$ cat src/rtl/sprite_sdr_port_if.sv
// Renderer-side fetch bus of the sprite SDRAM port: one-cycle request strobe with
// address and idle hint in, 64-bit word with completion pulse and overrun flag out.
interface sprite_sdr_port_if;
    logic        req;
    logic [24:0] addr;
    logic        refresh_hint;
    logic [63:0] data;
    logic        rdy;
    logic        overrun;

    modport master (output req, addr, refresh_hint, input data, rdy, overrun);
    modport slave  (input req, addr, refresh_hint, output data, rdy, overrun);
endinterface

$ cat src/rtl/sprite_sdr_port.sv
// Sprite-fetch SDR SDRAM responder: ACT + READ (BL4, auto-precharge) per request, refresh scheduling
// with early refresh on renderer idle. Optional SPRITE_SDR_STATS_EN adds read/refresh counters.
module sprite_sdr_port #(
    parameter int CAS_LAT      = 2,
    parameter int T_RCD        = 2,
    parameter int T_RC         = 6,
    parameter int REF_INTERVAL = 1560
) (
    input  logic        clk,
    input  logic        reset_n,
    sprite_sdr_port_if.slave rb,
    output logic [3:0]  sd_cmd,
    output logic [1:0]  sd_ba,
    output logic [12:0] sd_a,
    output logic [1:0]  sd_dqm,
    input  logic [15:0] sd_dq_in
`ifdef SPRITE_SDR_STATS_EN
    ,
    output logic [15:0] stat_reads,
    output logic [15:0] stat_refs
`endif
);
    localparam int RCW = $clog2(REF_INTERVAL + 1);
    localparam int RCC = $clog2(T_RC + 1);
    localparam logic [3:0] CMD_NOP  = 4'b0111;
    localparam logic [3:0] CMD_ACT  = 4'b0011;
    localparam logic [3:0] CMD_READ = 4'b0101;
    localparam logic [3:0] CMD_REF  = 4'b0001;

    typedef enum logic [3:0] {
        IDLE, ACT, RCD_WAIT, READ, CAS_WAIT, DATA, DONE, TRC_WAIT, REF, REF_WAIT
    } state_t;

    state_t           state;
    logic [RCW-1:0]   ref_cnt;
    logic [RCC-1:0]   rc_cnt;
    logic [3:0]       wcnt;
    logic             pend_vld;
    logic [24:3]      pend_addr;
    logic [6:0]       cur_col;
    logic [47:0]      shreg;

    logic             ref_due, early, have_req, idle_point, go_ref, go_act;
    logic [24:3]      launch_addr;
    logic             unused_addr_lsb;

    assign unused_addr_lsb = ^rb.addr[2:0];
    assign ref_due     = (ref_cnt == '0);
    assign early       = (ref_cnt < RCW'(REF_INTERVAL / 2));
    assign have_req    = pend_vld | rb.req;
    // Wait states hand over to the idle decision the cycle tRC expires, so back-to-back work loses no cycle.
    assign idle_point  = (state == IDLE || state == TRC_WAIT || state == REF_WAIT) && (rc_cnt == '0);
    assign go_ref      = idle_point && (ref_due || (!have_req && rb.refresh_hint && early));
    assign go_act      = idle_point && !ref_due && have_req;
    assign launch_addr = pend_vld ? pend_addr : rb.addr[24:3];

    always_ff @(posedge clk or negedge reset_n) begin
        if (!reset_n) begin
            state      <= IDLE;
            sd_cmd     <= CMD_NOP;
            sd_ba      <= '0;
            sd_a       <= '0;
            sd_dqm     <= 2'b11;
            rb.data    <= '0;
            rb.rdy     <= 1'b0;
            rb.overrun <= 1'b0;
            ref_cnt    <= RCW'(REF_INTERVAL);
            rc_cnt     <= '0;
            wcnt       <= '0;
            pend_vld   <= 1'b0;
`ifdef SPRITE_SDR_STATS_EN
            stat_reads <= '0;
            stat_refs  <= '0;
`endif
        end else begin
            sd_cmd <= CMD_NOP;
            rb.rdy <= 1'b0;
            if (rc_cnt != '0) rc_cnt <= rc_cnt - 1'b1;
            if (go_ref)              ref_cnt <= RCW'(REF_INTERVAL);
            else if (ref_cnt != '0)  ref_cnt <= ref_cnt - 1'b1;

            // A request launched straight from IDLE bypasses the slot; a full slot drops the newcomer.
            if (rb.req) begin
                if (pend_vld)     rb.overrun <= 1'b1;
                else if (!go_act) pend_vld   <= 1'b1;
            end
            if (go_act && pend_vld) pend_vld <= 1'b0;

            if (go_ref) begin
                state  <= REF;
                sd_cmd <= CMD_REF;
                rc_cnt <= RCC'(T_RC - 1);
`ifdef SPRITE_SDR_STATS_EN
                stat_refs <= stat_refs + 16'd1;
`endif
            end else if (go_act) begin
                state  <= ACT;
                sd_cmd <= CMD_ACT;
                sd_ba  <= launch_addr[24:23];
                sd_a   <= launch_addr[22:10];
                rc_cnt <= RCC'(T_RC - 1);
            end else begin
                case (state)
                    IDLE: ;
                    TRC_WAIT, REF_WAIT: if (rc_cnt == '0) state <= IDLE;
                    ACT: begin
                        state <= RCD_WAIT;
                        wcnt  <= 4'(T_RCD - 2);
                    end
                    RCD_WAIT: begin
                        if (wcnt == '0) begin
                            state  <= READ;
                            sd_cmd <= CMD_READ;
                            sd_a   <= {2'b00, 1'b1, 1'b0, cur_col, 2'b00};
                            sd_dqm <= 2'b00;
                        end else begin
                            wcnt <= wcnt - 1'b1;
                        end
                    end
                    READ: begin
                        state <= CAS_WAIT;
                        wcnt  <= 4'(CAS_LAT - 2);
                    end
                    CAS_WAIT: begin
                        if (wcnt == '0) begin
                            state <= DATA;
                            wcnt  <= 4'd3;
                        end else begin
                            wcnt <= wcnt - 1'b1;
                        end
                    end
                    DATA: begin
                        if (wcnt == '0) begin
                            state   <= DONE;
                            rb.data <= {sd_dq_in, shreg};
                            rb.rdy  <= 1'b1;
                            sd_dqm  <= 2'b11;
`ifdef SPRITE_SDR_STATS_EN
                            stat_reads <= stat_reads + 16'd1;
`endif
                        end else begin
                            wcnt <= wcnt - 1'b1;
                        end
                    end
                    DONE:    state <= TRC_WAIT;
                    REF:     state <= REF_WAIT;
                    default: state <= IDLE;
                endcase
            end
        end
    end

    // Datapath registers: burst assembly, column and parked address need no reset.
    always_ff @(posedge clk) begin
        if (state == DATA) shreg <= {sd_dq_in, shreg[47:16]};
        if (go_act) cur_col <= launch_addr[9:3];
        if (rb.req && !pend_vld && !go_act) pend_addr <= rb.addr[24:3];
    end
endmodule

$ cat src/flat_wrapper.sv
// flat-port wrapper written by rule: the top's interface ports become plain ports
module sprite_sdr_port_flat 
#(
    parameter int CAS_LAT      = 2,
    parameter int T_RCD        = 2,
    parameter int T_RC         = 6,
    parameter int REF_INTERVAL = 1560
)
  (clk, reset_n, sd_cmd, sd_ba, sd_a, sd_dqm, sd_dq_in, rb_req, rb_addr, rb_refresh_hint, rb_data, rb_rdy, rb_overrun);
  sprite_sdr_port_if rb_i ();
  input  logic clk;
  input  logic reset_n;
  output logic [3:0] sd_cmd;
  output logic [1:0] sd_ba;
  output logic [12:0] sd_a;
  output logic [1:0] sd_dqm;
  input  logic [15:0] sd_dq_in;
  input wire logic [$bits(rb_i.req)-1:0] rb_req;
  input wire logic [$bits(rb_i.addr)-1:0] rb_addr;
  input wire logic [$bits(rb_i.refresh_hint)-1:0] rb_refresh_hint;
  output wire logic [$bits(rb_i.data)-1:0] rb_data;
  output wire logic [$bits(rb_i.rdy)-1:0] rb_rdy;
  output wire logic [$bits(rb_i.overrun)-1:0] rb_overrun;
  assign rb_i.req = rb_req;
  assign rb_i.addr = rb_addr;
  assign rb_i.refresh_hint = rb_refresh_hint;
  assign rb_data = rb_i.data;
  assign rb_rdy = rb_i.rdy;
  assign rb_overrun = rb_i.overrun;
  sprite_sdr_port #(.CAS_LAT(CAS_LAT), .T_RCD(T_RCD), .T_RC(T_RC), .REF_INTERVAL(REF_INTERVAL)) u_core (.clk(clk), .reset_n(reset_n), .rb(rb_i), .sd_cmd(sd_cmd), .sd_ba(sd_ba), .sd_a(sd_a), .sd_dqm(sd_dqm), .sd_dq_in(sd_dq_in));
endmodule
$ cat config.mk
export PLATFORM = sky130hd
export DESIGN_NAME = sprite_sdr_port_flat
export DESIGN_NICKNAME = d
export VERILOG_FILES = /design/src/rtl/sprite_sdr_port_if.sv /design/src/rtl/sprite_sdr_port.sv /design/src/flat_wrapper.sv
export SDC_FILE = /design/constraint.sdc
export NUM_CORES = 1
export LEC_CHECK = 0
export CAP_MARGIN = 5
export CORE_ASPECT_RATIO = 2
export CORE_MARGIN = 2
export CORE_UTILIZATION = 47
export DETAILED_ROUTE_END_ITERATION = 12
export PLACE_DENSITY = 0.77
export SLEW_MARGIN = 30
export SYNTH_ARGS = -nofsm -noshare
export SYNTH_HDL_FRONTEND = slang
export SYNTH_SLANG_ARGS = --single-unit
export TNS_END_PERCENT = 20
$ cat constraint.sdc
create_clock -name clk -period 4 [get_ports clk]
set_input_delay 0.6 -clock clk [delete_from_list [all_inputs] [get_ports clk]]
set_output_delay 0.6 -clock clk [all_outputs]
set_load 0.005 [all_outputs]
==> results of run 1 <==
[cell type report]
cell class	instances	area share, %
repair buffers	131	13.89
well taps	198	2.646
clock buffers	17	4.544
flip-flops and latches	184	53.39
inverters	17	0.6816
clock inverters	15	1.738
multi-input cells	257	23.11
[worst max-delay path, delay by kind of cell (launching register included)]
family                     cells  cell delay (ns)
buffers and inverters          2             0.33
adders and majority gates      1             0.20
DFF                            1             0.39
and+or+nand+nor                4             1.37
[cell usage in the layout, fill, tap and decap left out, types with 8 or more instances in the layout]
cell type,netlist,final
o22ai_1,9,9
a21oi_1,17,17
clkbuf_16,0,17
edfxtp_1,77,77
nand2b_1,8,8
clkdlybuf4s50_1,0,125
nand2_1,16,15
inv_1,16,16
mux2_4,38,38
mux2_2,35,35
a22o_1,10,10
nor2_1,34,31
dfrtp_1,100,100
[synthesized netlist by cell type, drive strengths merged, types with 2 or more instances]
cell type  count  area, sq um
a211oi         5        37.54
dfstp          7        183.9
nor3           4        20.02
nand3          4        20.02
edfxtp        77         2312
buf           15        116.4
xnor2          2        17.52
nand2b         8        50.05
nor3b          2        15.01
o21ai          7        35.03
mux2i          3        30.03
nor2          34        127.6
a22oi          3        22.52
a21boi         2        15.01
nand2         16        60.06
or3            5        31.28
xor2           2        17.52
nor4           5        37.53
o31ai          2        15.01
a21oi         17        85.08
nor4b          2        17.52
mux2          73        964.7
a221oi         7        61.31
a22o          10        87.58
dfrtp        100         2502
o22ai          9        56.30
or2            2        12.51
conb           2        7.510
ha             5        62.56
clkbuf         9        33.78
inv           16        60.06
a211o          5        43.79
nor2b          5        31.28
[metrics by stage]
step / cells / setup WS, ns / hold WS (ns) / instance area [sq um]
global route: 819 / 1.174 / 0.2700 / 9361
finish: 819 / 1.328 / 0.2206 / 9361
floorplan: 482 / 0.1823 / 0.3044 / 7331
detailed placement: 787 / 1.224 / 0.4313 / 8771
global placement: 787 / 1.172 / 0.4253 / 8748
CTS: 819 / 1.234 / 0.2395 / 9359
[path summary, 6_finish.rpt]
check / endpoint / startpoint / slack, ns
max: u_core.pend_addr[21]$_DFFE_PP_ / u_core.ref_cnt[0]$_DFFE_PN0P_ / 1.33
max reg2reg: u_core.pend_addr[21]$_DFFE_PP_ / u_core.ref_cnt[0]$_DFFE_PN0P_ / 1.33
max in group asynchronous: u_core.rb.data[55]$_DFFE_PN0P_ / reset_n / 2.87
min in group clk: u_core.shreg[20]$_DFFE_PP_ / u_core.shreg[36]$_DFFE_PP_ / 0.44
min reg2reg: u_core.shreg[20]$_DFFE_PP_ / u_core.shreg[36]$_DFFE_PP_ / 0.44
min: u_core.rb.data[0]$_DFFE_PN0P_ / reset_n / 0.22
[routing by layer]
| metal | global-route usage, % | share of wire (%) | vias up | routed length (um) |
|---|---|---|---|---|
| li1 | - | - | 2030 | - |
| met1 | 20.46 | 39 | 2212 | 5536 |
| met2 | 32.15 | 55 | 135 | 7850 |
| met3 | 3.095 | 3.2 | 24 | 457 |
| met4 | 7.343 | 2.2 | 0 | 318 |
| met5 | 0 | 0 | - | 0 |
[where the power goes]
part           switching [mW]  internal (mW)
clock                   0.754          0.885
sequential              0.486           2.84
combinational           0.891           1.46
[state kept, by name (all words and copies together), names as in the netlist]
name	count
u_core.cur_col	7
u_core.rb.overrun	1
u_core.shreg	48
u_core.rb.data	64
u_core.pend_addr	22
u_core.sd_cmd	2
u_core.sd_dqm	1
u_core.sd_ba	2
u_core.wcnt	4
u_core.rb.rdy	1
u_core.ref_cnt	11
u_core.state	4
u_core.pend_vld	1
u_core.rc_cnt	3
u_core.sd_a	13
[cells by family after synthesis]
| group | count (synthesis) | share of synthesized area [%] |
|---|---|---|
| simple gates | 95 | 6.622 |
| buf+inv | 41 | 2.919 |
| compound gates | 75 | 7.271 |
| mux | 76 | 13.57 |
| xor+xnor | 4 | 0.4780 |
| flops | 184 | 68.19 |
| fa+ha+maj | 5 | 0.8534 |
| other cells | 2 | 0.1024 |
==> insert_results.sql, run 1 <==
INSERT INTO impl_metrics (metric_group, metric, value, unit) VALUES
('floorplan', 'pin_count', '132', ''),
('clocking', 'cts_max_path_buffers', '2', ''),
('global_routing', 'globalRouteTotalUtil', '17.80', '%'),
('sta', 'finalWorstPathRequiredPeriod', '2.672', 'ns'),
('yosys', 'synth.distinct_cells', '55', ''),
('clocking', 'post_cts_hold_buffer_count', '0', ''),
('placed_design', 'globalplace.congestion', '0.7711', ''),
('detailed_routing', 'drt_drc_violations_left', '0', ''),
('cells_and_area', 'final-seq-area', '4999', 'sq um'),
('cells_and_area', 'fillers', '1147', ''),
('sta', 'relSlewSlack', '47.67', '%'),
('sta', 'slew_viol_final', '0', ''),
('sta', 'final.setup.tns', '0', 'ns'),
('global_routing', 'antenna_found_initial', '0', ''),
('detailed_routing', 'average_detailed_routed_wire_length_per_instance', '17.29', 'um'),
('yosys', 'synth-seq-area-share', '68.19', '%'),
('floorplan', 'count_of_standard_cell_rows', '64', ''),
('run_status', 'run_status', 'complete, no violations', ''),
('critical_path', 'ff2ff_path_depth', '7', ''),
('detailed_routing', 'routed_via_density', '5.374', ''),
('yosys', 'mappedNetlistNets', '532', ''),
('critical_path', 'crit_type', 'flop to flop', ''),
('sta', 'worstMarginPinSlew', '0.7849', 'ns'),
('yosys', 'yosysWarningCount', '0', ''),
('power', 'report.power.total', '7.317', 'mW'),
('min_path', 'hp-class', 'input port to async pin', ''),
('global_routing', 'pin_count_of_the_biggest_net_entering_global_routing', '80', ''),
('clocking', 'cts-buffers-inserted', '17', ''),
('clocking', 'root_buffer_cell', 'clkbuf_16', ''),
('clocking', 'cts_htree_levels', '4', ''),
('detailed_routing', 'detail_route.wirelength', '14160', 'um'),
('cells_and_area', 'final_layout_size_suffix_gt1_share', '20.61', '%'),
('detailed_routing', 'ant_nets', '0', ''),
('placed_design', 'buffer_ports.inserted', '126', ''),
('critical_path', 'cells_along_the_critical_path', 'inv_1 -> ha_1 -> nor4b_1 -> and3_1 -> nor2_1 -> buf_4 -> nor2_4', ''),
('yosys', 'syn_area_per_cell', '15.21', 'sq um'),
('floorplan', 'die_width', '92.31', 'um'),
('clocking', 'clock_sink_count', '184', ''),
('yosys', 'syn_inst', '482', ''),
('critical_path', 'path_max_fanout', '22', ''),
('critical_path', 'cp_data_arrival_time', '2.72', 'ns'),
('power', 'power.ir.vdd_worst', '0.3690', 'mV'),
('critical_path', 'worst_setup_path_end_kind', 'flop', ''),
('power', 'p_leak', '3.852', 'nW'),
('sta', 'clock.fmax', '0.3742', 'GHz'),
('clocking', 'cts_tree', 'built', ''),
('floorplan', 'initial_utilization', '47.93', '%'),
('critical_path', 'start_kind', 'flop', ''),
('clocking', 'clkSlewWorstSetupHoldPaths', '0.07', 'ns'),
('cells_and_area', 'fin_util', '61.21', '%'),
('yosys', 'synth_async_sr_flop_share', '58.15', '%'),
('sta', 'finalHoldViolCount', '0', ''),
('floorplan', 'die_area', '16670', 'sq um'),
('yosys', 'synth-edff-count', '77', ''),
('job', 'drv_cap', '0', ''),
('critical_path', 'worst-endpoint-required', '4.05', 'ns'),
('floorplan', 'floorplan.die.height', '180.6', 'um'),
('clocking', 'post_cts_resized', '0', ''),
('sta', 'worst_clock_skew', '0.01337', 'ns'),
('yosys', 'synth.cell_area', '7331', 'sq um'),
('clocking', 'post-cts-setup-buffers', '0', ''),
('clocking', 'clock_latency_on_the_worst_skew_pair', '0.42', 'ns'),
('global_routing', 'first_global_vias', '4710', ''),
('sta', 'post-route-period-util', '66.81', '%'),
('cells_and_area', 'final_nets', '658', ''),
('global_routing', 'grt_pass1_wl', '23550', 'um'),
('sta', 'setup_viol_count_final', '0', ''),
('cells_and_area', 'multiInputGateArea', '2163', 'sq um'),
('critical_path', 'critical-path-max-stage-delay', '0.50', 'ns'),
('yosys', 'synth.ff_latch_count', '184', ''),
('yosys', 'synthFlopType', 'dfrtp_1', ''),
('cells_and_area', 'area_growth_syn_to_layout', '27.70', '%'),
('power', 'power.density', '781.6', 'nW/um^2'),
('floorplan', 'core', '15290', 'sq um'),
('cells_and_area', 'antenna-diode-count', '0', ''),
('placed_design', 'place_hpwl', '9761', 'um'),
('detailed_routing', 'route.vias.total', '4401', ''),
('detailed_routing', 'dr.first_iter.drc_count', '159', ''),
('global_routing', 'grt.overflow.total', '0', ''),
('sta', 'grt_setup_unrepaired', 'false', ''),
('critical_path', 'critical_path.slowest_cell', 'nor2_4', ''),
('detailed_routing', 'drtPass1Iterations', '4', '');
Note: power is estimated with default switching activity, not from simulation.
==> run 2: changes to the inputs <==
Settings changed: CORE_UTILIZATION 47 to 52, PLACE_DENSITY 0.77 to 0.8.
Clock period 4 ns to 2.7 ns, I/O delays scaled along.
==> run 2 against run 1 <==
  * The flow now finishes with violations (negative hold slack)
  * Final cell count rose by 0.24%
  * Critical path depth did not move
  * Combinational power rose by 54%
  * Fmax rose by 13%
  * Critical endpoint is now u_core.ref_cnt[3]$_DFFE_PN1P_
  * Via count barely moved
  * Flip-flop and latch count did not move
  * Worst setup slack got worse by 1.0 ns
  * Routed wire length rose by 3.2%
  * Clock-buffer cell count rose by 3
  * Hold slack got worse by 0.23 ns
  * Register-to-register slack got worse by 1.0 ns
==> insert_results.sql, run 2 (synthesis gave the netlist of run 1 again) <==
INSERT INTO impl_metrics (metric_group, metric, value, unit) VALUES
('clocking', 'cts_tree', 'built', ''),
('detailed_routing', 'route.vias.total', '4402', ''),
('global_routing', 'first_global_vias', '4788', ''),
('floorplan', 'core', '13810', 'sq um'),
('detailed_routing', 'average_detailed_routed_wire_length_per_instance', '17.80', 'um'),
('critical_path', 'critPathLaunch', 'u_core.ref_cnt[0]$_DFFE_PN0P_', ''),
('critical_path', 'crit_type', 'flop to flop', ''),
('cells_and_area', 'final_common_cell', 'clkdlybuf4s50_1', ''),
('sta', 'layout_setup_ws', '0.3261', 'ns'),
('power', 'p_leak', '3.931', 'nW'),
('sta', 'grt_setup_unrepaired', 'false', ''),
('clocking', 'cts-buffers-inserted', '17', ''),
('critical_path', 'r2r_setup_slack', '0.33', 'ns'),
('critical_path', 'path_max_fanout', '8', ''),
('global_routing', 'antenna_found_initial', '0', ''),
('sta', 'finalWorstPathRequiredPeriod', '2.374', 'ns'),
('min_path', 'hp-class', 'input port to async pin', ''),
('floorplan', 'initial_utilization', '53.07', '%'),
('global_routing', 'grt.overflow.total', '0', ''),
('critical_path', 'start_kind', 'flop', ''),
('clocking', 'clock_latency_on_the_worst_skew_pair', '0.42', 'ns'),
('cells_and_area', 'final_nets', '669', ''),
('cells_and_area', 'final_standard_cell_count_with_taps_included_and_fillers_excluded', '821', ''),
('clocking', 'root_buffer_cell', 'clkbuf_16', ''),
('clocking', 'clkSlewWorstSetupHoldPaths', '0.07', 'ns'),
('clocking', 'post_cts_hold_buffer_count', '0', ''),
('placed_design', 'placed_cells', '789', ''),
('global_routing', 'globalRouteTotalUtil', '20.55', '%'),
('power', 'report.power.total', '10.93', 'mW'),
('detailed_routing', 'detail_route.wirelength', '14620', 'um'),
('critical_path', 'ff2ff_path_depth', '7', ''),
('detailed_routing', 'routed_via_density', '5.362', ''),
('cells_and_area', 'final_layout_size_suffix_gt1_share', '21.99', '%'),
('floorplan', 'die_area', '15120', 'sq um'),
('critical_path', 'worst_setup_path_end_kind', 'flop', ''),
('clocking', 'cts_htree_levels', '4', ''),
('power', 'power.ir.vdd_worst', '0.6326', 'mV'),
('clocking', 'post-cts-setup-buffers', '0', ''),
('detailed_routing', 'drt_drc_violations_left', '0', ''),
('power', 'power.density', '1157', 'nW/um^2'),
('cells_and_area', 'design_area', '9445', 'sq um'),
('job', 'drv_cap', '0', ''),
('cells_and_area', 'highest_count_cells_in_the_layout_ignoring_fill_and_taps', 'clkdlybuf4s50_1, dfrtp_1, edfxtp_1, mux2_4, mux2_2', ''),
('cells_and_area', 'largest_reg_flops', '64', ''),
('sta', 'worstMarginPinSlew', '0.9182', 'ns'),
('global_routing', 'grt_pass1_wl', '23680', 'um'),
('placed_design', 'dpl_cell_area', '8845', 'sq um'),
('cells_and_area', 'antenna-diode-count', '0', ''),
('global_routing', 'grt_most_used_layer', 'met2', ''),
('placed_design', 'pre_cts_slack', '0.2218', 'ns'),
('run_status', 'run_status', 'complete, but fails checks', ''),
('cells_and_area', 'reg_top3', 'u_core.rb.data x64, u_core.shreg x48, u_core.pend_addr x22', ''),
('sta', 'setup_viol_count_final', '0', ''),
('sta', 'slew_viol_final', '0', ''),
('clocking', 'clock_sink_count', '184', ''),
('global_routing', 'grt.met3_usage', '4.296', '%'),
('sta', 'finalHoldViolCount', '4', ''),
('critical_path', 'cp_data_arrival_time', '2.72', 'ns'),
('sta', 'relSlewSlack', '38.14', '%'),
('sta', 'fin_hold_ws', '-0.008010', 'ns'),
('floorplan', 'pin_count', '132', ''),
('clocking', 'cts_max_path_buffers', '2', ''),
('detailed_routing', 'dr.first_iter.drc_count', '158', ''),
('detailed_routing', 'ant_nets', '0', ''),
('global_routing', 'pin_count_of_the_biggest_net_entering_global_routing', '67', ''),
('placed_design', 'place_hpwl', '10560', 'um'),
('critical_path', 'r2r_start', 'u_core.ref_cnt[0]$_DFFE_PN0P_', ''),
('placed_design', 'buffer_ports.inserted', '126', ''),
('cells_and_area', 'area_growth_syn_to_layout', '28.84', '%'),
('floorplan', 'die_width', '87.96', 'um'),
('critical_path', 'worst_r2r_dst', 'u_core.ref_cnt[3]$_DFFE_PN1P_', ''),
('cells_and_area', 'top_register', 'u_core.rb.data', ''),
('global_routing', 'grtUsageMet1', '22.53', '%'),
('floorplan', 'floorplan.die.height', '171.9', 'um'),
('sta', 'worst_clock_skew', '0.01438', 'ns'),
('detailed_routing', 'drtPass1Iterations', '4', ''),
('sta', 'post-route-period-util', '87.92', '%'),
('global_routing', 'global_route.usage.met2', '37.65', '%'),
('sta', 'clock.fmax', '0.4213', 'GHz'),
('run_status', 'violations', 'negative hold slack', ''),
('floorplan', 'count_of_standard_cell_rows', '61', ''),
('critical_path', 'worst-endpoint-required', '3.04', 'ns'),
('placed_design', 'globalplace.congestion', '0.7809', '');
[run 2: power breakdown]
part	total, mW	internal, mW	switching, mW
Combinational	3.62	2.21	1.41
Clock	2.44	1.31	1.13
Sequential	4.87	4.21	0.662
[run 2: critical path, cell delays in order (launching register included)]
cell and delay, ns:
dfrtp_1 0.39, inv_1 0.14, ha_1 0.21, nor4b_2 0.33, and3_1 0.31, o21ai_0 0.37, buf_4 0.29, a211o_1 0.26
[run 2: worst max path at each step]
stage,end,slack [ns],cells past startpoint
6_report,u_core.ref_cnt[3]$_DFFE_PN1P_,0.33,7
5_1_grt,u_core.ref_cnt[1]$_DFFE_PN0P_,0.08,6
4_1_cts,u_core.ref_cnt[3]$_DFFE_PN1P_,0.20,7
3_5_place_dp,u_core.ref_cnt[3]$_DFFE_PN1P_,0.22,7
3_3_place_gp,u_core.ref_cnt[3]$_DFFE_PN1P_,0.43,7
2_1_floorplan,u_core.pend_addr[10]$_DFFE_PP_,-0.17,7
[run 2: final cells by class]
type / instances / area (sq um)
Clock buffer: 20 / 467.9
Clock inverter: 12 / 126.4
Fill cell: 953 / 4369
Inverter: 17 / 63.81
Multi-Input combinational cell: 257 / 2148
Sequential cell: 184 / 4999
Tap cell: 189 / 236.5
Timing Repair Buffer: 142 / 1404
[run 2: through the flow]
stage / TNS [ns] / util, % / hold slack, ns
after floorplan: -3.667 / - / 0.1094
after global placement: 0 / 64.03 / 0.4247
after detailed placement: 0 / 64.03 / 0.4342
after CTS: 0 / 68.33 / 0.01073
after global routing: 0 / 68.37 / 0.03069
final: 0 / 68.37 / -0.008010
[run 2: per-layer routing]
layer,part of all wire [%],vias up
met1,37,2194
met2,57,147
met4,2.1,0
li1,-,2035
met3,4.5,26
met5,0,-
[run 2: what timing repair did]
item / in CTS / in global routing
endpoints found under the setup margin: 0 / 1
hold endpoints to repair: 0 / 0
gates resized for setup: 0 / 1
